## config.mk

```make
export PLATFORM = sky130hd
export DESIGN_NAME = pointwise_conv
export DESIGN_NICKNAME = d
export VERILOG_FILES = /design/src/rtl/pointwise_conv.sv
export SDC_FILE = /design/constraint.sdc
export NUM_CORES = 1
export LEC_CHECK = 0
export BUFFER_PORTS_ARGS = -buffer_cell sky130_fd_sc_hd__buf_4
export CAP_MARGIN = 40
export CORE_ASPECT_RATIO = 0.5
export CORE_UTILIZATION = 56
export CTS_CLUSTER_DIAMETER = 80
export DETAILED_ROUTE_END_ITERATION = 16
export PLACE_DENSITY_LB_ADDON = 0.2
export RECOVER_POWER = 25
export SETUP_SLACK_MARGIN = 0.4
export SLEW_MARGIN = 20
export SYNTH_ARGS = -nofsm -noshare
export SYNTH_HDL_FRONTEND = slang
export SYNTH_SLANG_ARGS = --single-unit
```

## constraint.sdc

```tcl
create_clock -name clk -period 6.22 [get_ports clk]
set_input_delay 0 -clock clk [delete_from_list [all_inputs] [get_ports clk]]
set_output_delay 0 -clock clk [all_outputs]
set_load 0.005 [all_outputs]
```

## src/rtl/pointwise_conv.sv

```systemverilog
// pointwise_conv: 1x1 convolution layer engine, one MAC per cycle, bias add, ReLU and 15-bit saturation.
module pointwise_conv #(
  parameter int IN_CHANNELS  = 192,
  parameter int OUT_CHANNELS = 64,
  parameter int HEIGHT       = 28,
  parameter int WIDTH        = 32,
  parameter int SHIFT        = 8
) (
  input  logic               clk,
  input  logic               rst_n,
  input  logic               start,
  output logic               busy,
  output logic               done,
  output logic               in_en,
  output logic [17:0]        in_addr,
  input  logic signed [15:0] in_data,
  output logic               w_en,
  output logic [13:0]        w_addr,
  input  logic signed [7:0]  w_data,
  output logic               b_en,
  output logic [5:0]         b_addr,
  input  logic signed [15:0] b_data,
  output logic               out_we,
  output logic [15:0]        out_addr,
  output logic [15:0]        out_data
);
  localparam int NPIX = HEIGHT * WIDTH;
  localparam int ICW  = IN_CHANNELS > 1 ? $clog2(IN_CHANNELS) : 1;
  localparam int PW   = NPIX > 1 ? $clog2(NPIX) : 1;
  localparam int OCW  = OUT_CHANNELS > 1 ? $clog2(OUT_CHANNELS) : 1;
  typedef enum logic [2:0] {IDLE, MAC, DRAIN, WRITE, DONE} state_t;
  state_t st, ns;
  logic [ICW-1:0] ic, nic;
  logic [PW-1:0] pix, npix;
  logic [OCW-1:0] oc, noc;
  logic last_ic, last_pix, last_oc, b_pend;
  logic signed [31:0] acc, prod, acc_f, sum;
  logic signed [15:0] bias_r, bias;
  logic [15:0] clamp_v;
  assign last_ic  = ic == ICW'(IN_CHANNELS - 1);
  assign last_pix = pix == PW'(NPIX - 1);
  assign last_oc  = oc == OCW'(OUT_CHANNELS - 1);
  assign prod     = 32'(in_data) * 32'(w_data);
  assign acc_f    = acc + prod;
  // bias read lands one cycle after b_en; with a single input channel that is the DRAIN cycle itself
  assign bias     = b_pend ? b_data : bias_r;
  assign sum      = (acc_f >>> SHIFT) + 32'(bias);
  assign clamp_v  = sum < 0 ? 16'd0 : sum > 32767 ? 16'h7fff : sum[15:0];
  always_comb begin
    ns   = st;
    nic  = ic;
    npix = pix;
    noc  = oc;
    case (st)
      IDLE: if (start) begin
        ns   = MAC;
        nic  = '0;
        npix = '0;
        noc  = '0;
      end
      MAC: if (last_ic) ns = DRAIN; else nic = ic + 1'b1;
      DRAIN: ns = WRITE;
      WRITE: begin
        ns   = last_pix && last_oc ? DONE : MAC;
        nic  = '0;
        npix = last_pix ? '0 : pix + 1'b1;
        noc  = last_pix ? oc + 1'b1 : oc;
      end
      default: ns = IDLE;
    endcase
  end
  always_ff @(posedge clk or negedge rst_n) begin
    if (!rst_n) begin
      st       <= IDLE;
      ic       <= '0;
      pix      <= '0;
      oc       <= '0;
      busy     <= 1'b0;
      done     <= 1'b0;
      in_en    <= 1'b0;
      w_en     <= 1'b0;
      b_en     <= 1'b0;
      in_addr  <= '0;
      w_addr   <= '0;
      b_addr   <= '0;
      b_pend   <= 1'b0;
      bias_r   <= '0;
      acc      <= '0;
      out_we   <= 1'b0;
      out_addr <= '0;
      out_data <= '0;
    end else begin
      st       <= ns;
      ic       <= nic;
      pix      <= npix;
      oc       <= noc;
      busy     <= ns != IDLE;
      done     <= ns == DONE;
      in_en    <= ns == MAC;
      w_en     <= ns == MAC;
      b_en     <= ns == MAC && nic == '0;
      in_addr  <= ns == MAC ? 18'(int'(nic) * NPIX + int'(npix)) : '0;
      w_addr   <= ns == MAC ? 14'(int'(noc) * IN_CHANNELS + int'(nic)) : '0;
      b_addr   <= ns == MAC && nic == '0 ? 6'(noc) : '0;
      b_pend   <= b_en;
      bias_r   <= b_pend ? b_data : bias_r;
      acc      <= st == MAC ? (ic == '0 ? '0 : acc_f) : st == DRAIN ? acc_f : acc;
      out_we   <= ns == WRITE;
      out_addr <= ns == WRITE ? 16'(int'(oc) * NPIX + int'(pix)) : '0;
      out_data <= ns == WRITE ? clamp_v : '0;
    end
  end
endmodule

```

After elaboration in Yosys (flattened, before gate mapping)
Index checks and enable logic that the tools add are counted.
- output and inout bits: 76
- bits in writable memories: 0
- latch bits: 0
- bits in read-only memories: 0
- word-level logic and storage cells: 71
- bits of input ports: 43
- memories: 0
- register bits after elaboration: 151
- $lt $le $gt $ge: 2
- bitwise operators: 0
- add/sub/neg operators: 8
- div/mod/pow operators: 0
- equal/unequal tests: 9
- reductions and logical operators: 7
- mux-type cells: 24
- multiply operators: 4
- shifts and indexed selects: 0
- operators with widths (kind ; number):
    $mux W32 ; 3
    $mux W16 ; 5
    $add A32 B24 Y32 ; 1
    $add A24 B16 Y25 ; 1
    $gt A25 B16 Y1 const B ; 1
    $lt A25 B1 Y1 const B ; 1
    $mul A16 B8 Y24 ; 1
    $pmux W8 S3 ; 1
    $mux W10 ; 2
    $pmux W10 S2 ; 1
    $add A18 B10 Y18 ; 1
    $mux W18 ; 1
    $mux W6 ; 3
    $add A16 B10 Y16 ; 1
    $logic_not A8 Y1 ; 2
    $mux W8 ; 2
    $add A14 B8 Y14 ; 1
    $mux W14 ; 1
    $pmux W3 S4 ; 1
    $pmux W6 S2 ; 1
    $mul A8 B3 Y11 const B ; 1
    $add A10 B1 Y10 const B ; 1
    $eq A10 B10 Y1 const B ; 1
    $eq A3 B2 Y1 const B ; 3
    13 further kinds ; 17

Logic depth before layout (Yosys ltp)
- depth after elaboration: 7
- depth in mapped cells: 33
- depth with buffers taken out: 31

Worst setup path after synthesis
OpenSTA, ideal clock, no wires.
- path type: input-to-reg
- start: in w_data[1]
- end: reg out_data[4]
- data arrival time: 6835 ps
- path slack: -747 ps
- cell stages on the path: 26
- buffers on the path: 1
- setup time: 132 ps
- data required time: 6088 ps
- path through: and2_1 fa_1 fa_1 fa_1 fa_1 ha_1 ha_1 o21ai_1 a21oi_1 a2111oi_1 o311a_1 a21oi_1 a211o_1 a21oi_1 xnor2_1 ha_1 a21o_1 a211oi_1 nor2_1 a21oi_1 o41a_1 o21ai_0 xor2_1 nor4_4 buf_6 a21oi_2
- cells in the longest elaborated chain, start to end: 7
- elaborated cells on any way between the ends: 8
- classes of those cells: add/sub (2); mul (1); order compare (2); mux (3)
- RTL lines (element ; RTL line ; text):
    start: declaration ; 19 ; input logic signed [7:0] w_data,
    $mul A16 B8 Y24 * ; 43 ; assign prod = 32'(in_data) * 32'(w_data);
    $add A32 B24 Y32 * ; 44 ; assign acc_f = acc + prod;
    $add A24 B16 Y25 * ; 47 ; assign sum = (acc_f >>> SHIFT) + 32'(bias);
    $gt A25 B16 Y1 ; 48 ; assign clamp_v = sum < 0 ? 16'd0 : sum > 32767 ? 16'h7fff : sum[15:0];
    $mux W16 ; 48 ;
    $mux W16 * ; 48 ;
    $mux W16 * ; 110 ; out_data <= ns == WRITE ? clamp_v : '0;
    end signal: assignment ; 110 ;
    end: declaration ; 25 ; output logic [15:0] out_data
Mark *: on every way between the ends. The rest lies on a longest branch, timed or not.
A chain may end at the register's enable or synchronous reset.

Worst setup path after layout
- start: reg acc[11]
- end: reg out_data[3]
- cells in the longest elaborated chain, start to end: 6
- elaborated cells on any way between the ends: 7
- classes of those cells: add/sub (2); order compare (2); mux (3)
- RTL lines (element ; RTL line ; text):
    start: declaration ; 37 ; logic signed [31:0] acc, prod, acc_f, sum;
    start signal: assignment ; 107 ; acc <= st == MAC ? (ic == '0 ? '0 : acc_f) : st == DRAIN ? acc_f : acc;
    $add A32 B24 Y32 * ; 44 ;
    $add A24 B16 Y25 * ; 47 ;
    $gt A25 B16 Y1 ; 48 ;
    $mux W16 ; 48 ;
    $mux W16 * ; 48 ;
    $mux W16 * ; 110 ;
Marked as above.

==> impl_metrics.toml <==
[run_status]
status = "finished with violations"
violations = "negative setup slack"

[die]
start_util = 0.578
pin_count = 119
die_width_um = 232
core_um2 = 25500
die_area_um2 = 27100
num_rows = 41
die_y_um = 117

[global_route]
grt_max_degree = 92
gr-total-overflow = 0
grt_use_total = 0.277
antenna_found_initial = 0
grt_pass1_wl_mm = 59.6
grt_pass1_vias = 12563

[critical_path]
cp-endpoint = "out_data[3]$_DFF_PN0_"
worstPathArrival_ps = 7230
timing.rr.start = "acc[11]$_DFFE_PN0P_"
required_ps = 6540
critPathLaunch = "acc[11]$_DFFE_PN0P_"
path_max_fanout = 8
reg2regPathDepth = 27
r2r-end = "out_data[3]$_DFF_PN0_"
critPathCaptureType = "register"
cp-start-kind = "register"
r2r_slack_ps = -680
critical_path_class = "register to register"

[logic_synthesis]
synth_edf_count = 0
synth_seq_cells = 151
synth_top_area_frac = 0.256
synth.distinct_cells = 79
ys.flop_type = "dfrtp_1"
synth_warnings = 0
ys_async_sr_fraction = 1.00
synth.most_common_cell = "fa_1"
synth_top_cell_by_area = "dfrtp_1"
seq_area_frac_synth = 0.256
synth_area_leaders = "dfrtp_1, fa_1, ha_1, inv_1, and2_1"
netlist_area_um2 = 14800
ys_top_cells_by_count = "fa_1, inv_1, dfrtp_1, ha_1, nand2_1"
synth_area_per_cell_um2 = 10.2
post_synth_inst_count = 1451
synthesis.nets = 1811

[sta]
fmax_mhz = 145
min_period_ps = 6900
slew_headroom = 0.162
fin_ws_ps = -683
tightestPinTransition_ps = 1260
rsz0062_at_grt = "true"
fin_skew_ps = 12.4
slew_viol_final = 0
setup_viol = 15
post-route-period-util = 1.11
finalHoldViolCount = 0

[placement]
gp_congestion = 0.903
post-place-ws_ps = -856
portBuffers = 118
placedCellCount = 2083
place_hpwl_mm = 27.4
place_area_um2 = 17700

[clocking]
numClockSinks = 151
numCtsBuffers = 17
cts_tree = "built"
path_clk_slew_ps = 70
htreeDepth = 4
clk_latency_ps = 450
clockBufferDepth = 2
root_buffer = "clkbuf_16"

[detailed_routing]
drc = 0
dr_total_vias = 11619
ant_nets = 0
first_pass_iters = 5
drtIter0Drc = 509
wl_per_cell_um = 16.5
via_per_inst = 5.41
drt-total-wl_mm = 35.4

[layout]
nFillCells = 1850
num_antenna_cells = 0
multi_input_area_um2 = 10500
area_growth_pct = 27.4
fin_area_um2 = 18800
fin_nets = 2150
fin_cells = 2146
seq_area_um2 = 3780
drive_gt1_frac = 0.255

[min_path]
min_from = "b_data[15]"
min-delay-path-class = "input port to register"

[job]
maxCapViolations = 0
-- cell usage in the layout (no fill, tap or decap), drive strengths merged, types with 15 or more instances in the layout --
cell and instances:
a21oi 81, nor3 15, and2 87, nor2 91, xor2 34, ha 138, dlygate4sd3 18, dfrtp 151
clkbuf 89, nand2 111, inv 174, a22o 31, buf 265, o21ai 51, nand3 27, xnor2 52
a21o 26, mux2 15, fa 179, nor2b 18
-- through the flow --
stage               hold slack [ps]  setup TNS, ps   util
finish                         26.3          -9880  0.736
detailed placement              157         -12580  0.693
global placement                132         -10980  0.692
global route                   45.6         -14460  0.736
CTS                            28.8         -10730  0.728
floorplan                      -296          -5090      -
-- worst max-delay path, stage by stage, from the launching register on --
cell,delay [ps]
dfrtp_1,370
inv_1,70
fa_1,530
inv_1,50
fa_1,510
fa_1,440
fa_1,510
ha_1,350
ha_4,250
buf_4,150
a21oi_1,150
o21ai_0,100
a31o_2,250
o211ai_1,180
buf_4,160
a21oi_2,70
a211o_1,290
a21oi_1,210
xnor2_1,170
ha_1,290
buf_4,170
or4b_2,680
a21boi_2,150
nor3_2,70
nor4_4,220
buf_6,170
buf_12,130
a21oi_1,70
-- worst min-delay path by stage --
stage / end / cells after the start
after floorplan: acc[0]$_DFFE_PN0P_ / 0
after detailed placement: out_addr[15]$_DFF_PN0_ / 1
after CTS: bias_r[15]$_DFF_PN0_ / 2
after global routing: bias_r[15]$_DFF_PN0_ / 2
after global placement: out_addr[14]$_DFF_PN0_ / 1
final: bias_r[15]$_DFF_PN0_ / 2
-- logic make-up after synthesis --
logic type               after synthesis  synth area share
AND/OR/NAND/NOR                      414             0.143
adder cells (fa/ha/maj)              317             0.360
AO/OA/AOI/OAI                        259             0.122
buffers and inverters                205            0.0537
flip-flops                           151             0.256
XOR/XNOR                              86            0.0515
multiplexers                          18            0.0135
other                                  1          0.000254
-- sequential cells by signal, summed over array words and instances, names as in the netlist, 3 cells and up --
name,flops
st,3
w_addr,14
oc,6
out_addr,16
acc,32
pix,10
in_addr,18
out_data,16
bias_r,16
ic,8
b_addr,6
-- layer usage --
layer	track usage	vias up	routed length, um
met4	0.0807	0	657
met2	0.524	189	18800
met3	0.0380	55	916
met5	0	-	0
li1	-	5483	-
met1	0.335	5892	15100
-- repair_timing --
item | in CTS | in global routing
endpoints found under the setup margin | 15 | 15
endpoints found under the hold margin | 106 | 20
hold buffers | 17 | 1
gates resized for setup | 13 | 33
pin swaps | 16 | 22
buffers inserted | 6 | 4
cloned | 1 | 0
-- cell type report --
type / instances / share of cell area
Clock inverter: 12 / 0.00758
Clock buffer: 19 / 0.0241
Multi-Input combinational cell: 1095 / 0.560
Inverter: 172 / 0.0345
Sequential cell: 151 / 0.201
Tap cell: 344 / 0.0229
Timing Repair Buffer: 353 / 0.150
Power is not shown: default switching activity piles up to over one toggle a cycle in this logic, so the estimate is an artifact.
